<file path="src/rtl/fetch_pkg.sv">
// Shared types and constants for the instruction-fetch stage.
//   PC_STEP          byte distance between sequential instructions
//   INSTR_W / PC_W   instruction and PC widths
//   DEFAULT_RESET_PC default first fetch address after reset
//   fetch_pkt_t      {pc, instr} pair carried through the output buffer
package fetch_pkg;

  localparam int              INSTR_W          = 32;
  localparam int              PC_W             = 32;
  localparam logic [PC_W-1:0] PC_STEP          = 32'd4;
  localparam logic [PC_W-1:0] DEFAULT_RESET_PC = 32'h0000_0000;

  typedef struct packed {
    logic [PC_W-1:0]    pc;
    logic [INSTR_W-1:0] instr;
  } fetch_pkt_t;

endpackage

</file>
<file path="src/rtl/fetch_fifo.sv">
// Synchronous FIFO of fetch packets; output buffer of the fetch stage.
// Ports:
//   clk_i, rst_i   clock, synchronous active-high reset (empties the FIFO)
//   push_i         write data_i at the tail
//   pop_i          drop the head entry (ignored when empty)
//   flush_i        discard all entries; dominates push and pop
//   data_i         packet to write
//   head_o         packet at the head (undefined when empty)
//   count_o        number of live entries
//   empty_o/full_o occupancy flags
module fetch_fifo
  import fetch_pkg::*;
#(
  parameter  int DEPTH = 2,
  localparam int CW    = $clog2(DEPTH + 1)
) (
  input  logic          clk_i,
  input  logic          rst_i,
  input  logic          push_i,
  input  logic          pop_i,
  input  logic          flush_i,
  input  fetch_pkt_t    data_i,
  output fetch_pkt_t    head_o,
  output logic [CW-1:0] count_o,
  output logic          empty_o,
  output logic          full_o
);

  localparam int PW = (DEPTH > 1) ? $clog2(DEPTH) : 1;

  fetch_pkt_t    mem_q [DEPTH];
  logic [PW-1:0] rd_ptr_q, rd_ptr_d;
  logic [PW-1:0] wr_ptr_q, wr_ptr_d;
  logic [CW-1:0] count_q, count_d;
  logic          do_push, do_pop;

  // Depth need not be a power of two, so pointers wrap explicitly.
  function automatic logic [PW-1:0] next_ptr(input logic [PW-1:0] p);
    return (p == PW'(DEPTH - 1)) ? '0 : p + PW'(1);
  endfunction

  assign empty_o = (count_q == '0);
  assign full_o  = (count_q == CW'(DEPTH));
  assign count_o = count_q;
  assign head_o  = mem_q[rd_ptr_q];

  assign do_pop  = pop_i & ~empty_o;
  // A simultaneous pop frees the slot, so a push into a full FIFO is legal then.
  assign do_push = push_i & (~full_o | do_pop);

  always_comb begin
    rd_ptr_d = rd_ptr_q;
    wr_ptr_d = wr_ptr_q;
    count_d  = count_q;
    if (do_pop)  rd_ptr_d = next_ptr(rd_ptr_q);
    if (do_push) wr_ptr_d = next_ptr(wr_ptr_q);
    case ({do_push, do_pop})
      2'b10:   count_d = count_q + CW'(1);
      2'b01:   count_d = count_q - CW'(1);
      default: count_d = count_q;
    endcase
  end

  always_ff @(posedge clk_i) begin
    if (rst_i || flush_i) begin
      rd_ptr_q <= '0;
      wr_ptr_q <= '0;
      count_q  <= '0;
    end else begin
      rd_ptr_q <= rd_ptr_d;
      wr_ptr_q <= wr_ptr_d;
      count_q  <= count_d;
    end
  end

  // Storage needs no reset: entries are only visible through count_q.
  always_ff @(posedge clk_i) begin
    if (!rst_i && !flush_i && do_push) mem_q[wr_ptr_q] <= data_i;
  end

endmodule

</file>
<file path="src/rtl/if_fetch_unit.sv">
// Instruction-fetch stage: owns the PC, fetches from a 1-cycle-latency
// instruction memory and hands {instr, pc} pairs downstream over valid/ready.
// Ports:
//   clk_i, rst_i    clock, synchronous active-high reset
//   imem_req_o      fetch request this cycle
//   imem_addr_o     fetch address (current PC)
//   imem_rdata_i    instruction word, one cycle after the request
//   redirect_i      taken branch/jump: flush and restart at redirect_pc_i
//   redirect_pc_i   redirect target (low two bits ignored)
//   instr_o, pc_o   head instruction and its PC (zero when not valid)
//   valid_o         head holds a live fetch
//   ready_i         downstream accepts this cycle
module if_fetch_unit
  import fetch_pkg::*;
#(
  parameter logic [PC_W-1:0] RESET_PC   = DEFAULT_RESET_PC,
  parameter int              FIFO_DEPTH = 2
) (
  input  logic               clk_i,
  input  logic               rst_i,
  output logic               imem_req_o,
  output logic [PC_W-1:0]    imem_addr_o,
  input  logic [INSTR_W-1:0] imem_rdata_i,
  input  logic               redirect_i,
  input  logic [PC_W-1:0]    redirect_pc_i,
  output logic [INSTR_W-1:0] instr_o,
  output logic [PC_W-1:0]    pc_o,
  output logic               valid_o,
  input  logic               ready_i
);

  localparam int CW = $clog2(FIFO_DEPTH + 1);

  logic [PC_W-1:0] pc_q, pc_d;
  logic [PC_W-1:0] inflight_pc_q, inflight_pc_d;
  logic            inflight_q, inflight_d;

  fetch_pkt_t      fifo_head, fifo_data;
  logic [CW-1:0]   fifo_count;
  logic            fifo_empty, fifo_full;
  logic            pop, push;
  logic [CW:0]     occupancy;

  assign valid_o = ~fifo_empty;
  assign pop     = valid_o & ready_i;
  // A response is pushed unless a redirect squashes it this cycle.
  assign push    = inflight_q & ~redirect_i;

  // Slots already committed after this cycle's pop; pop implies count >= 1,
  // so the subtraction cannot wrap.
  assign occupancy  = {1'b0, fifo_count} + (CW + 1)'(inflight_q) - (CW + 1)'(pop);
  assign imem_req_o = ~rst_i & ~redirect_i & (occupancy < (CW + 1)'(FIFO_DEPTH));
  assign imem_addr_o = pc_q;

  assign fifo_data = '{pc: inflight_pc_q, instr: imem_rdata_i};

  assign instr_o = valid_o ? fifo_head.instr : '0;
  assign pc_o    = valid_o ? fifo_head.pc    : '0;

  always_comb begin
    pc_d          = pc_q;
    inflight_d    = 1'b0;
    inflight_pc_d = inflight_pc_q;
    if (redirect_i) begin
      pc_d = redirect_pc_i & ~32'd3;
    end else if (imem_req_o) begin
      inflight_d    = 1'b1;
      inflight_pc_d = pc_q;
      pc_d          = pc_q + PC_STEP;
    end
  end

  always_ff @(posedge clk_i) begin
    if (rst_i) begin
      pc_q          <= RESET_PC;
      inflight_q    <= 1'b0;
      inflight_pc_q <= '0;
    end else begin
      pc_q          <= pc_d;
      inflight_q    <= inflight_d;
      inflight_pc_q <= inflight_pc_d;
    end
  end

  fetch_fifo #(
    .DEPTH (FIFO_DEPTH)
  ) u_fifo (
    .clk_i   (clk_i),
    .rst_i   (rst_i),
    .push_i  (push),
    .pop_i   (pop),
    .flush_i (redirect_i),
    .data_i  (fifo_data),
    .head_o  (fifo_head),
    .count_o (fifo_count),
    .empty_o (fifo_empty),
    .full_o  (fifo_full)
  );

  // The credit check on requests means a response never meets a full buffer.
  a_no_push_full : assert property (@(posedge clk_i) disable iff (rst_i) push |-> !fifo_full);

endmodule

</file>
<file path="config.mk">
export PLATFORM = sky130hd
export DESIGN_NAME = if_fetch_unit
export DESIGN_NICKNAME = d
export VERILOG_FILES = /design/src/rtl/fetch_pkg.sv /design/src/rtl/fetch_fifo.sv /design/src/rtl/if_fetch_unit.sv
export SDC_FILE = /design/constraint.sdc
export NUM_CORES = 1
export LEC_CHECK = 0
export ABC_CLOCK_PERIOD_IN_PS = 11200
export CORE_MARGIN = 4
export CORE_UTILIZATION = 61
export CTS_BUF_LIST = sky130_fd_sc_hd__clkbuf_2 sky130_fd_sc_hd__clkbuf_4 sky130_fd_sc_hd__clkbuf_8
export CTS_CLUSTER_DIAMETER = 150
export DETAILED_ROUTE_END_ITERATION = 8
export DONT_BUFFER_PORTS = 1
export PLACE_DENSITY_LB_ADDON = 0.12
export SETUP_SLACK_MARGIN = 0.02
export SYNTH_ARGS = -nofsm -noshare
export SYNTH_HDL_FRONTEND = slang
export SYNTH_SLANG_ARGS = --single-unit
</file>
<file path="constraint.sdc">
create_clock -name clk_i -period 11.2 [get_ports clk_i]
set_input_delay 3.36 -clock clk_i [delete_from_list [all_inputs] [get_ports clk_i]]
set_output_delay 3.36 -clock clk_i [all_outputs]
set_load 0.01 [all_outputs]
</file>
Word-level counts from Yosys, hierarchy flattened
Memories as Yosys holds them, arrays and structs flattened. A register that Yosys moved wholly into a read port is not among the register bits.
Index checks and enable logic that the tools add are counted.
W data, S select, Z words.
- memories: 1
- logic and storage cells: 52
- flip-flop bits (word level): 69
- bits of input ports: 68
- output and inout port bits: 98
- bits in writable memories: 128
- order comparisons: 1
- $add $sub $neg: 7
- equality and inequality tests: 3
- reduce and logical (&&, ||, !) cells: 10
- bitwise gates (word level): 11
- multiplexer cells: 12
- memory list (name ; depth ; width ; read ports ; clocked after Yosys merged registers in ; wr ports ; line ; text):
    u_fifo.mem_q ; 2 ; 64 ; 1 ; 1 ; 1 ; fetch_fifo.sv:31 ; fetch_pkt_t mem_q [DEPTH];
- operators by type and width (operator ; count):
    $mux W32 ; 4
    $add A32 B3 Y32 const B ; 1
    $mux W1 ; 7
    $and A1 B1 Y1 ; 6
    $eq A2 B2 Y1 const B ; 2
    $not A1 Y1 ; 4
    $pmux W2 S2 ; 1
    $reduce_bool A2 Y1 ; 2
    $add A2 B1 Y3 ; 1
    $lt A3 B2 Y1 const B ; 1
    $sub A3 B1 Y3 ; 1
    $add A1 B1 Y1 const B ; 2
    $add A2 B1 Y2 const B ; 1
    $eq A2 B1 Y1 const B ; 1
    $logic_and A1 B1 Y1 ; 2
    $logic_not A1 Y1 ; 2
    $logic_not A2 Y1 ; 1
    $reduce_and A2 Y1 ; 1
    $reduce_or A2 Y1 ; 1
    $sub A2 B1 Y2 const B ; 1
    $logic_or A1 B1 Y1 ; 1
    $or A1 B1 Y1 ; 1

Logic depth before layout (Yosys ltp)
- word-level depth: 9
- mapped depth: 13
- gate-level depth less buffers: 11

Hierarchy
From an unflattened synthesis, not the netlist that was laid out.
- cell total of the unflattened synthesis: 666
- area, all modules: 8212.9 µm²
- by module, submodules not included (module ; seq. area each (µm²) ; times used ; cells an instance ; area an instance (µm²)):
    fetch_fifo ; 3943.8 ; 1 ; 228 ; 4902.2
    if_fetch_unit ; 1221.2 ; 1 ; 438 ; 3310.7

Worst setup path after synthesis
No wires, ideal clock.
- path type: in2out
- from: input port ready_i
- to: output port imem_req_o
- data required time: 7.840 ns
- stages: 10
- arrival: 5.573 ns
- buffers on the path: 3
- setup slack: 2.267 ns
- cells stage by stage: nor2b_1 ha_1 nand2b_1 fa_1 or3b_1 or2_1 buf_2 clkinv_2 buf_4 buf_2
- longest elaborated chain between the ends: 4
- RTL lines (element ; line ; text):
    start: declaration ; if_fetch_unit.sv:29 ; input logic ready_i
    $and A1 B1 Y1 ; if_fetch_unit.sv:45 ; assign pop = valid_o & ready_i;
    $sub A3 B1 Y3 ; if_fetch_unit.sv:51 ; assign occupancy = {1'b0, fifo_count} + (CW + 1)'(inflight_q) - (CW + 1)'(pop);
    $lt A3 B2 Y1 ; if_fetch_unit.sv:52 ; assign imem_req_o = ~rst_i & ~redirect_i & (occupancy < (CW + 1)'(FIFO_DEPTH));
    $and A1 B1 Y1 ; if_fetch_unit.sv:52 ;
    end: declaration ; if_fetch_unit.sv:21 ; output logic imem_req_o,
No other way between the ends.

Final worst setup path
Same ends and word-level chain as after synthesis.

==> impl_metrics.csv <==
group,metric,value,unit
run_status,outcome,"finished, final reports clean",
setup_path,worstPathArrival,5.59,ns
timing,fmax,111.8,MHz
global_routing,overflow,0,
timing,fin_hold_ws,0.4564,ns
timing,setup_slack,2.252,ns
timing,setup_violations,0,
setup_path,crit_slowest_cell,"fa_1",
finish,utilization,67.66,%
setup_path,critPathTopFamily,"simple AND/OR/NAND/NOR gates",
global_routing,grt_use_total,21.72,%
timing,setup_tns,0,ns
place,routabilityCongestion,0.8441,
logic_synthesis,synthFlopType,"edfxtp_1",
finish,final_common_cell,"edfxtp_1",
logic_synthesis,synth_area,7767,um2
logic_synthesis,synthArstFlopShare,0,%
logic_synthesis,synth_edf_count,124,
finish,num_antenna_cells,0,
detailed_routing,drt_iter0_drc,368,
finish,drive_gt1_share,8.649,%
logic_synthesis,avgSynthCellArea,11.82,um2
timing,fin_crit,8.948,ns
detailed_routing,drc,0,
setup_path,path_buf_inv,1,
floorplanning,start_util,63.35,%
power_and_ir_drop,p_per_area,154.8,nW/um2
detailed_routing,vias,4870,
floorplanning,rows,40,
clock_network,cts.sinks,190,
logic_synthesis,syn_inst,657,
floorplanning,die_height,120.8,um
power_and_ir_drop,peakVddDrop,80.97,uV
timing,final_max_slew_viol_count,0,
floorplanning,dieArea,14600,um2
logic_synthesis,synth-seq-cells,190,
clock_network,cts_root_buf,"clkbuf_8",
clock_network,cts-resized-gates,0,
detailed_routing,drtPass1Iterations,5,
finish,areaGrowthSynthToFinish,6.814,%
setup_path,required,7.84,ns
min_path,hp-class,"register to register",
setup_path,crit_path_end_kind,"primary output",
timing,slew_headroom,27.21,%
place,dpl_cell_area,7888,um2
logic_synthesis,synth-seq-area-share,64.95,%
logic_synthesis,ys_types,50,
finish,fill_cells,942,
global_routing,antenna_found_initial,0,
detailed_routing,routed_wl,15.72,mm
clock_network,cts_tree,"yes",
detailed_routing,viasPerCell,5.889,
clock_network,clock_latency,0.45,ns
clock_network,cts_setup_buffers,0,
place,io_buffers,0,
power_and_ir_drop,total_power,1.284,mW
finish,area.sequential,5049,um2
finish,fin_nets,718,
logic_synthesis,yosys_warnings,0,
global_routing,grt_max_degree,69,
place,dp_hpwl,10.21,mm
clock_network,clkTransAtPathRegs,0.09,ns
place,dp_slack,2.267,ns
finish,layoutNonFillerInstCount,827,
timing,tightestPinTransition,1.092,ns
power_and_ir_drop,p_leak,2.642,nW
setup_path,crit_path_max_fanout,16,
clock_network,cts_max_level,4,
finish,final_cell_mix,"edfxtp_1 (124), nand2_1 (88), nor2_1 (77)",
job,maxCapViolations,0,
setup_path,crit_type,"primary input to primary output",
global_routing,first_global_vias,4691,
finish,final_area,8297,um2
clock_network,cts_buffers,17,
setup_path,critPathLaunchType,"primary input",
setup_path,cp_slowest_stage_delay,0.48,ns
setup_path,path_cells,"nor2b_1 -> ha_1 -> nand2b_1 -> fa_1 -> or3b_1 -> or2_2 -> clkinv_2",
detailed_routing,wl_per_cell,19.00,um
timing,rsz0062_at_grt,"false",
clock_network,clock_path_buffers,2,
floorplanning,core,12260,um2
timing,hold_viol,0,
global_routing,grt_pass1_wl,24.42,mm
finish,multi_input_area,2537,um2
detailed_routing,ant_nets,0,
timing,fin_skew,0.008289,ns
floorplanning,pin_count,166,
timing,period_share,79.89,%
clock_network,hold_buffers,0,
place,dp.cells,795,
floorplanning,die_w,120.8,um
## synthesized netlist by cell type (7+ instances only)
master / n / area [um2]
edfxtp_1: 124 / 3724
nand2_1: 88 / 330.3
nor2_1: 78 / 292.8
dfxtp_1: 66 / 1321
mux2i_1: 64 / 640.6
a21oi_1: 51 / 255.2
clkbuf_1: 25 / 93.84
nor3_1: 14 / 70.07
a31oi_1: 13 / 81.33
nand3_1: 9 / 45.04
inv_1: 8 / 30.03
nand4_1: 8 / 50.05
o21ai_0: 8 / 40.04
o22ai_1: 8 / 50.05
xor2_1: 8 / 70.07
and2_1: 7 / 43.79
xnor2_1: 7 / 61.31
## cell type report
type	instances	area share (%)
tap	168	2.534
timing repair buffer	7	0.6334
multi-input combinational	420	30.58
sequential	190	60.85
inverter	10	0.4675
clock buffer	23	3.665
clock inverter	9	1.267
## state kept, by name, summed over array words and instances (netlist names), named ones only
register and flops:
u_fifo.mem_q 124, imem_addr_o 30, inflight_pc_q 30, u_fifo.count_o 2, inflight_q 1, u_fifo.rd_ptr_q 1
u_fifo.wr_ptr_q 1
## cells by family after synthesis
family	count (synthesis)	synth area share (%)
AO/OA/AOI/OAI	94	6.911
adder cells (fa/ha/maj)	4	0.7410
flip-flops	190	64.95
other	1	0.04828
XOR/XNOR	15	1.691
buffers and inverters	50	2.754
multiplexers	70	9.117
AND/OR/NAND/NOR	233	13.79
## metal layers
metal  vias to the layer above  track usage (%)  routed length (um)
met3                        28            9.167                1797
met4                         0            10.20                 330
met2                       199            34.07                7462
met1                      2303            25.98                6124
li1                       2340                -                   -
met5                         -                0                   0
## power by group
| part | leakage (nW) | switching (mW) | total (mW) | internal (mW) |
|---|---|---|---|---|
| combinational | 0.707 | 0.0333 | 0.0521 | 0.0188 |
| sequential | 1.72 | 0.0238 | 0.783 | 0.759 |
| clock | 0.218 | 0.222 | 0.449 | 0.227 |
| total | 2.64 | 0.279 | 1.28 | 1.01 |
## worst paths after layout
path / slack [ns] / cells past startpoint / startpoint / endpoint
setup / recovery: 2.25 / 7 / ready_i / imem_req_o
hold / removal: 0.46 / 0 / inflight_pc_q[10]$_SDFFE_PP0P_ / u_fifo.mem_q[0][42]$_DFFE_PP_
setup reg to reg: 7.28 / 12 / u_fifo.count_o[0]$_SDFFE_PP0P_ / imem_addr_o[16]$_SDFFE_PP0P_
hold reg to reg: 0.46 / 0 / inflight_pc_q[10]$_SDFFE_PP0P_ / u_fifo.mem_q[0][42]$_DFFE_PP_
Power figures use the tool's default switching activity.
